--- src/rtl/mpmc10_pkg.sv ---
// -----------------------------------------------------------------------------
// mpmc10_pkg
//
// Shared types and defaults for the mpmc10 memory controller return path.
//
// Contents:
//   faxi_read_response256_t  - one read response beat: tag, 256-bit data,
//                              response code and last-beat marker.
//   MPMC10_RESP_FIFO_DEPTH   - default entry count of the response FIFO.
//   mpmc10_is_pow2()         - helper used to sanity-check depth parameters.
// -----------------------------------------------------------------------------
package mpmc10_pkg;

    typedef struct packed {
        logic [7:0]   tag;
        logic [255:0] data;
        logic [1:0]   resp;
        logic         last;
    } faxi_read_response256_t;

    localparam int MPMC10_RESP_FIFO_DEPTH = 4;

    // True when n is a power of two and at least 2; the FIFO pointers rely on
    // natural binary wrap, which only works for such depths.
    function automatic bit mpmc10_is_pow2(input int n);
        return (n >= 2) && ((n & (n - 1)) == 0);
    endfunction

endpackage

--- src/rtl/mpmc10_resp_ram.sv ---
// -----------------------------------------------------------------------------
// mpmc10_resp_ram
//
// Storage array for the response FIFO: DEPTH entries of one read response
// each, one synchronous write port and one asynchronous read port. The array
// carries data only, so it has no reset; the owning FIFO tracks validity.
//
// Ports:
//   clk    in   write clock (rising edge)
//   we     in   write enable
//   waddr  in   write address
//   wdata  in   response word to store
//   raddr  in   read address
//   rdata  out  response word at raddr (combinational)
// -----------------------------------------------------------------------------
module mpmc10_resp_ram
    import mpmc10_pkg::*;
#(
    parameter int DEPTH = MPMC10_RESP_FIFO_DEPTH,
    parameter int AW    = $clog2(DEPTH)
) (
    input  logic                   clk,
    input  logic                   we,
    input  logic [AW-1:0]          waddr,
    input  faxi_read_response256_t wdata,
    input  logic [AW-1:0]          raddr,
    output faxi_read_response256_t rdata
);

    faxi_read_response256_t mem [DEPTH];

    always_ff @(posedge clk) begin
        if (we) begin
            mem[waddr] <= wdata;
        end
    end

    assign rdata = mem[raddr];

endmodule

--- src/rtl/mpmc10_resp_fifo256.sv ---
// -----------------------------------------------------------------------------
// mpmc10_resp_fifo256
//
// Return-path buffer between the mpmc10 controller core and a port consumer.
// Read responses are queued in a small circular buffer and handed out through
// a valid/ready handshake with a registered head word.
//
// Ports:
//   clk      in   controller clock, all state changes on the rising edge
//   rst      in   synchronous active-high reset
//   i        in   response word from the controller core
//   i_valid  in   i holds a response this cycle
//   i_ready  out  registered; an entry is free
//   o        out  registered head-of-FIFO response
//   o_valid  out  o holds a valid response
//   o_ready  in   consumer takes o this cycle
//   count    out  registered occupancy
//   afull    out  registered; count >= AFULL_LEVEL
//   ovf      out  sticky: a word arrived while i_ready was low
//
// The core cannot stall DRAM read data, so i_ready is only advisory. A word
// offered while i_ready is low is dropped and ovf latches until reset.
// -----------------------------------------------------------------------------
module mpmc10_resp_fifo256
    import mpmc10_pkg::*;
#(
    parameter int DEPTH       = MPMC10_RESP_FIFO_DEPTH,
    parameter int AFULL_LEVEL = DEPTH - 1
) (
    input  logic                   clk,
    input  logic                   rst,
    input  faxi_read_response256_t i,
    input  logic                   i_valid,
    output logic                   i_ready,
    output faxi_read_response256_t o,
    output logic                   o_valid,
    input  logic                   o_ready,
    output logic [$clog2(DEPTH):0] count,
    output logic                   afull,
    output logic                   ovf
);

    localparam int PW = $clog2(DEPTH);
    localparam int CW = PW + 1;

    localparam logic [CW-1:0] FULL_CNT  = CW'(DEPTH);
    localparam logic [CW-1:0] AFULL_CNT = CW'(AFULL_LEVEL);
    localparam logic [CW-1:0] ONE_CNT   = CW'(1);

    logic [PW-1:0]          rd_ptr;
    logic [PW-1:0]          wr_ptr;
    logic [PW-1:0]          next_head_addr;
    logic                   push;
    logic                   pop;
    logic [CW-1:0]          count_next;
    faxi_read_response256_t ram_rdata;
    faxi_read_response256_t o_next;

    assign push = i_valid & i_ready;
    assign pop  = o_valid & o_ready;

    // The entry behind the current head; it becomes the new head on a pop
    // whenever at least two words are stored.
    assign next_head_addr = rd_ptr + PW'(1);

    mpmc10_resp_ram #(
        .DEPTH (DEPTH),
        .AW    (PW)
    ) u_ram (
        .clk   (clk),
        .we    (push),
        .waddr (wr_ptr),
        .wdata (i),
        .raddr (next_head_addr),
        .rdata (ram_rdata)
    );

    always_comb begin
        count_next = count;
        case ({push, pop})
            2'b10:   count_next = count + ONE_CNT;
            2'b01:   count_next = count - ONE_CNT;
            default: count_next = count;
        endcase
    end

    // Head register update. Every push is also written to the array, so the
    // head is duplicated there; the array copy is simply never read back.
    // When the FIFO is about to hold exactly the incoming word (push into an
    // empty FIFO, or push+pop with one entry) the head loads straight from i,
    // because that word is not yet in the array this cycle.
    always_comb begin
        o_next = o;
        if (count_next == '0) begin
            o_next = '0;
        end else if ((count == '0) || (pop && (count == ONE_CNT))) begin
            o_next = i;
        end else if (pop) begin
            o_next = ram_rdata;
        end
    end

    always_ff @(posedge clk) begin
        if (rst) begin
            rd_ptr  <= '0;
            wr_ptr  <= '0;
            count   <= '0;
            o_valid <= 1'b0;
            o       <= '0;
            i_ready <= 1'b0;
            afull   <= 1'b0;
            ovf     <= 1'b0;
        end else begin
            if (push) begin
                wr_ptr <= wr_ptr + PW'(1);
            end
            if (pop) begin
                rd_ptr <= rd_ptr + PW'(1);
            end
            count   <= count_next;
            o_valid <= (count_next != '0);
            o       <= o_next;
            i_ready <= (count_next != FULL_CNT);
            afull   <= (count_next >= AFULL_CNT);
            if (i_valid && !i_ready) begin
                ovf <= 1'b1;
            end
        end
    end

endmodule
--- config.mk ---
export PLATFORM = sky130hd
export DESIGN_NAME = mpmc10_resp_fifo256
export DESIGN_NICKNAME = d
export VERILOG_FILES = /design/src/rtl/mpmc10_pkg.sv /design/src/rtl/mpmc10_resp_ram.sv /design/src/rtl/mpmc10_resp_fifo256.sv
export SDC_FILE = /design/constraint.sdc
export NUM_CORES = 1
export LEC_CHECK = 0
export BUFFER_PORTS_ARGS = -buffer_cell sky130_fd_sc_hd__clkbuf_2
export CORE_MARGIN = 4
export CORE_UTILIZATION = 25
export DETAILED_ROUTE_END_ITERATION = 6
export HOLD_SLACK_MARGIN = 0.03
export PLACE_DENSITY = 0.47
export SYNTH_ARGS = -nofsm -noshare
export SYNTH_HDL_FRONTEND = slang
export SYNTH_SLANG_ARGS = --single-unit
--- constraint.sdc ---
create_clock -name clk -period 11.05 [get_ports clk]
set_clock_uncertainty 0.2 [all_clocks]
set_input_delay 1.6575 -clock clk [delete_from_list [all_inputs] [get_ports clk]]
set_output_delay 1.6575 -clock clk [all_outputs]
set_load 0.03 [all_outputs]
* Word level (Yosys, flattened, before mapping)
Memory sizes are Yosys's and may differ from the RTL's.
Index checks and enable logic that the tools add are counted.
** Storage, ports and cells
- Bits of input ports :: 271
- Memories :: 1
- Output and inout bits :: 274
- Memory bits (writable) :: 1068
- Bits in read-only memories :: 0
- Register bits :: 278
- Latch bits :: 0
** Cells by class
- $lt $le $gt $ge :: 1
- Add/sub/neg operators :: 4
- $mul :: 0
- Bitwise operators :: 2
- Shift-type cells :: 0
- Div/mod/pow operators :: 0
- Equality and inequality tests :: 4
- Reduce and logical (&&, ||, !) cells :: 9
- Muxes and demuxes :: 5
** Memories
- u_ram.mem :: words 4, bits a word 267, rd ports 1, clocked after memory_dff 0, write ports 1, line mpmc10_resp_ram.sv:30 : faxi_read_response256_t mem [DEPTH];
** Operators with widths (count)
- $mux 267 :: 2
- $logic_not 3->1 :: 2
- $pmux 3 s2 :: 1
- $add 2x1->2 const B :: 2
- $add 3x1->3 const B :: 1
- $eq 3x1->1 const B :: 1
- $ge 3x2->1 const B :: 1
- $ne 3x3->1 const B :: 1
- $reduce_bool 3->1 :: 1
- $sub 3x1->3 const B :: 1
- $and 1x1->1 :: 2
- $eq 2x1->1 const B :: 1
- $eq 2x2->1 const B :: 1
- $logic_and 1x1->1 :: 2
- $mux 1 :: 2
- $reduce_bool 2->1 :: 1
- $reduce_or 2->1 :: 1
- $logic_not 1->1 :: 1
- $logic_or 1x1->1 :: 1

* Logic depth before layout (Yosys ltp)
- Depth after elaboration :: 5
- Mapped depth :: 11
- Mapped depth without buffers :: 7

* By module
A second synthesis with hierarchy kept.
** Second synthesis, totals
- Cells, all modules :: 2681
- Area total of the unflattened synthesis :: 53237.3 µm²
** By module, submodules not included
- mpmc10_resp_ram :: seq. area each 32070.8 µm², area each 39043.7 µm², cells each 1399, instances 1
- mpmc10_resp_fifo256 :: seq. area each 5565.3 µm², area each 14193.6 µm², cells each 1282, instances 1

* Worst setup path before layout
No wires, ideal clock.
- Kind :: in2reg
- Start :: input port i_valid
- End :: memory u_ram.mem[2][0] (netlist bit) (enable)
- Arrival :: 7786 ps
- Buffers on the path :: 0
- Setup slack :: 2399 ps
- Stages on the path :: 1
- Required time :: 10186 ps
- Path through :: and3_1
** Between the ends
- Word-level cells in the longest chain between the ends :: 3
** Ends and longest elaborated chain
- start, declared :: line mpmc10_resp_fifo256.sv:33 : input logic i_valid,
- $and 1x1->1 :: line mpmc10_resp_fifo256.sv:59 : assign push = i_valid & i_ready;
- $mux 1 :: line mpmc10_resp_ram.sv:33 : if (we) begin
- $mux 1 (implied by the code) :: line mpmc10_resp_ram.sv:34 : mem[waddr] <= wdata;
- end, declared :: line mpmc10_resp_ram.sv:30
Every way passes these cells.

* Worst setup path after layout
- Start :: input port o_ready
- End :: register o[25] (netlist bit)
** Between the ends
- Word-level cells in the longest chain between the ends :: 5
- Elaborated cells between the ends (all ways) :: 10
- Classes of those cells :: eq/ne: 2; mux: 2; bitwise: 1; reduce/logical: 5
** Ends and longest elaborated chain
- start, declared :: line mpmc10_resp_fifo256.sv:37 : input logic o_ready,
- $and 1x1->1 (*) :: line mpmc10_resp_fifo256.sv:60 : assign pop = o_valid & o_ready;
- via pop :: line mpmc10_resp_fifo256.sv:54 : logic pop;
- $eq 2x1->1 or $eq 2x2->1 (tied branches) :: line mpmc10_resp_fifo256.sv:80 : case ({push, pop})
- $pmux 3 s2 :: line mpmc10_resp_fifo256.sv:80
- $logic_not 3->1 :: line mpmc10_resp_fifo256.sv:94 : if (count_next == '0) begin
- $reduce_or 2->1 (no source line)
- end signal, assigned :: line mpmc10_resp_fifo256.sv:122 : o <= o_next;
- end, declared :: line mpmc10_resp_fifo256.sv:35 : output faxi_read_response256_t o,
Mark *: on every way through the listed nets, which the timed path passes. The rest lies on a longest branch.
A chain may end at the register's enable or synchronous reset.

==> summary.txt <==
worst skew pair latency -> 0.79 ns
fin crit period -> 5.65 ns
Layout area overhead -> 20.1%
syn nets -> 3560
area leader, netlist -> edfxtp_1
synthesis warning total -> 0
Bufs on Longest Clock Path -> 3
Util after Layout -> 30.2%
post-synth top area share -> 61.0%
Final Max Tran Viols -> 0
met1 wire length -> 67200 µm
DRT iter0 DRCs -> 1893
sw power -> 5.77 mW
final net count -> 4041
fraction of registers with async set or reset after synthesis -> 0%
fin area -> 63100 µm²
hold path cells -> 2
clock share of power -> 31.0%
Sw Share -> 35.2%
DR top layer -> met5
global-route wire length before repair -> 221000 µm
hold_buf cts -> 0
unrepaired setup endpoints after global routing -> false
cell area after synthesis -> 52600 µm²
maximum capacitance violations -> 0
depth of the worst register-to-register path -> 10
Met2 Wirelength -> 70600 µm
post-CTS sizing -> 0
combinational share of power -> 28.6%
Starting Density -> 25.1%
post-route ant nets -> 0
share of cells above drive strength 1 -> 26.6%
Clock Pin Slew Worst Setup and Hold Paths -> 0.06 ns
Most used DFF post-synth -> edfxtp_1
GRT Total Usage -> 13.4%
leading cell types by count after synthesis -> 1068 x edfxtp_1, 533 x mux2i_1, 324 x a211oi_1
top-count cell post-synth -> edfxtp_1
Pre-antenna DRT Iters -> 5
CTS Root Cell -> clkbuf_16
synthesized area per cell -> 16.0 µm²
Flop pwr share -> 40.5%
number of setup buffers added after CTS -> 0
final WL -> 150000 µm
Hold WS -> 0.276 ns
gr ovfl total -> 0
dpl hpwl -> 82200 µm
clock sink count -> 1346
# DRC -> 0
Vias/cell -> 4.59
critical path arrival -> 6.06 ns
gpl congestion -> 0.727
final setup violation count -> 0
placed cell area -> 58100 µm²
Die Span X -> 467 µm
Die Area -> 218000 µm²
Gate Count Post-Synth -> 3279
IO Count -> 545
VDD IR max -> 0.189 mV
Distinct cells, synth -> 34
Wirelength per Cell -> 22.4 µm
worst hold path type -> reg2reg
status -> finished, final reports clean
vias in the first global route -> 31.4k
Cell Int Power -> 10.6 mW
relative slew slack -> 16.0%
Peak Freq -> 0.177 GHz
Yosys reg bits -> 1346
Crit Path Class -> in2reg
worst-margin pin slew -> 1.26 ns
FP Rows -> 168
Crit path required time -> 11.46 ns
Hold Fails Final Rpt -> 0
number of CTS-inserted buffers -> 155
CP startpoint kind -> primary input
number of synthesized flops with an enable pin -> 1068
TritonCTS clock tree -> done
Final period util -> 51.1%
met3 routed WL -> 8790 µm
Worst setup EP type -> flop
floorplan core area -> 209000 µm²
Synth area leaders -> edfxtp_1 61%, dfxtp_1 11%, mux2i_1 10%
critical-path maximum fanout -> 86
initial antenna violation count -> 29
setup TNS -> 0 ns
H-tree Lvls -> 4
register area share after synthesis -> 71.6%
P per Cell Area -> 259 nW/µm²
Leak -> 20.3 nW
IO Port Bufs -> 544
total number of vias -> 30.8k
largest net degree at the start of global routing -> 124
Die Ht -> 467 µm
## worst paths after layout
check / to / slack [ns] / startpoint
max: o[25] / 5.40 / o_ready
max reg2reg: o[25] / 6.01 / o_valid
min: ovf / 0.28 / ovf
min reg2reg: ovf / 0.28 / ovf
## per-stage QoR
stage | cells | setup WS [ns] | power [mW]
2_1_floorplan | 3279 | 2.40 | 9.99
3_3_place_gp | 6408 | 4.69 | 11.4
3_5_place_dp | 6408 | 4.64 | 11.5
4_1_cts | 6697 | 5.53 | 16.6
5_1_grt | 6702 | 5.31 | 17.1
6_report | 6708 | 5.40 | 16.4
## state kept, by name, summed over array words and instances, names as in the netlist
signal     flops
afull          1
o            267
wr_ptr         2
count          3
u_ram.mem   1068
rd_ptr         2
o_valid        1
i_ready        1
ovf            1
## placed cells by master, fill, tap and decap left out, types with 3 or more instances in the layout
master      count
a211oi_1      324
a211oi_2      209
a21oi_1         3
and3_4          4
buf_12         21
buf_4          26
bufinv_16       9
clkbuf_1       42
clkbuf_16     160
clkbuf_2      544
clkbuf_8       13
clkinv_1       25
clkinv_2       26
clkinv_8        3
clkinvlp_4      4
dfxtp_1       277
diode_2        11
edfxtp_1     1068
ha_1           10
inv_1           9
inv_16          3
mux2i_1       533
nand2_1         9
nor2_1        273
nor2b_1         3
o22ai_1       266
## cell type report
cell class	instances	area [µm²]
diodes	11	27.5
clock buffers	215	4340
clock inverters	74	711
fillers	20900	146000
inverters	10	37.5
multi-input cells	1656	13500
flip-flops and latches	1346	37600
well taps	2805	3510
repair buffers	591	3340
## power by group through the flow
| stage | registers, mW | logic [mW] | clock network [mW] |
|---|---|---|---|
| after floorplan | 7.53 | 2.47 | 0 |
| after CTS | 6.63 | 4.76 | 5.23 |
| after detailed placement | 6.72 | 4.74 | 0 |
| final | 6.62 | 4.68 | 5.07 |
| after global routing | 6.69 | 4.99 | 5.45 |
| after global placement | 6.71 | 4.71 | 0 |
## kinds of logic (layout without fill, tap and decap cells)
| kind of cell | after synthesis | in the layout | synth area share [%] |
|---|---|---|---|
| buf+inv | 277 | 890 | 2.84 |
| simple gates | 299 | 299 | 2.21 |
| mux | 534 | 534 | 10.2 |
| compound gates | 810 | 810 | 12.9 |
| other cells | 0 | 11 | 0 |
| flops | 1346 | 1346 | 71.6 |
| fa+ha+maj | 10 | 10 | 0.238 |
| xor+xnor | 3 | 3 | 0.0500 |
## per-layer routing
layer  track usage, %  vias up
met4             4.01       26
met3             3.68      251
met2             21.7      721
li1                 -    14100
met1             17.5    15700
met5                0        -
## critical path: stages
cell	delay, ns
clkbuf_2	0.15
nand2_4	0.32
buf_4	0.63
inv_1	0.22
ha_1	0.44
nor2b_1	0.19
a211oi_2	0.09
a21oi_4	0.76
buf_4	0.58
buf_12	0.44
a211oi_2	0.15
(Power assumes the default switching activity.)
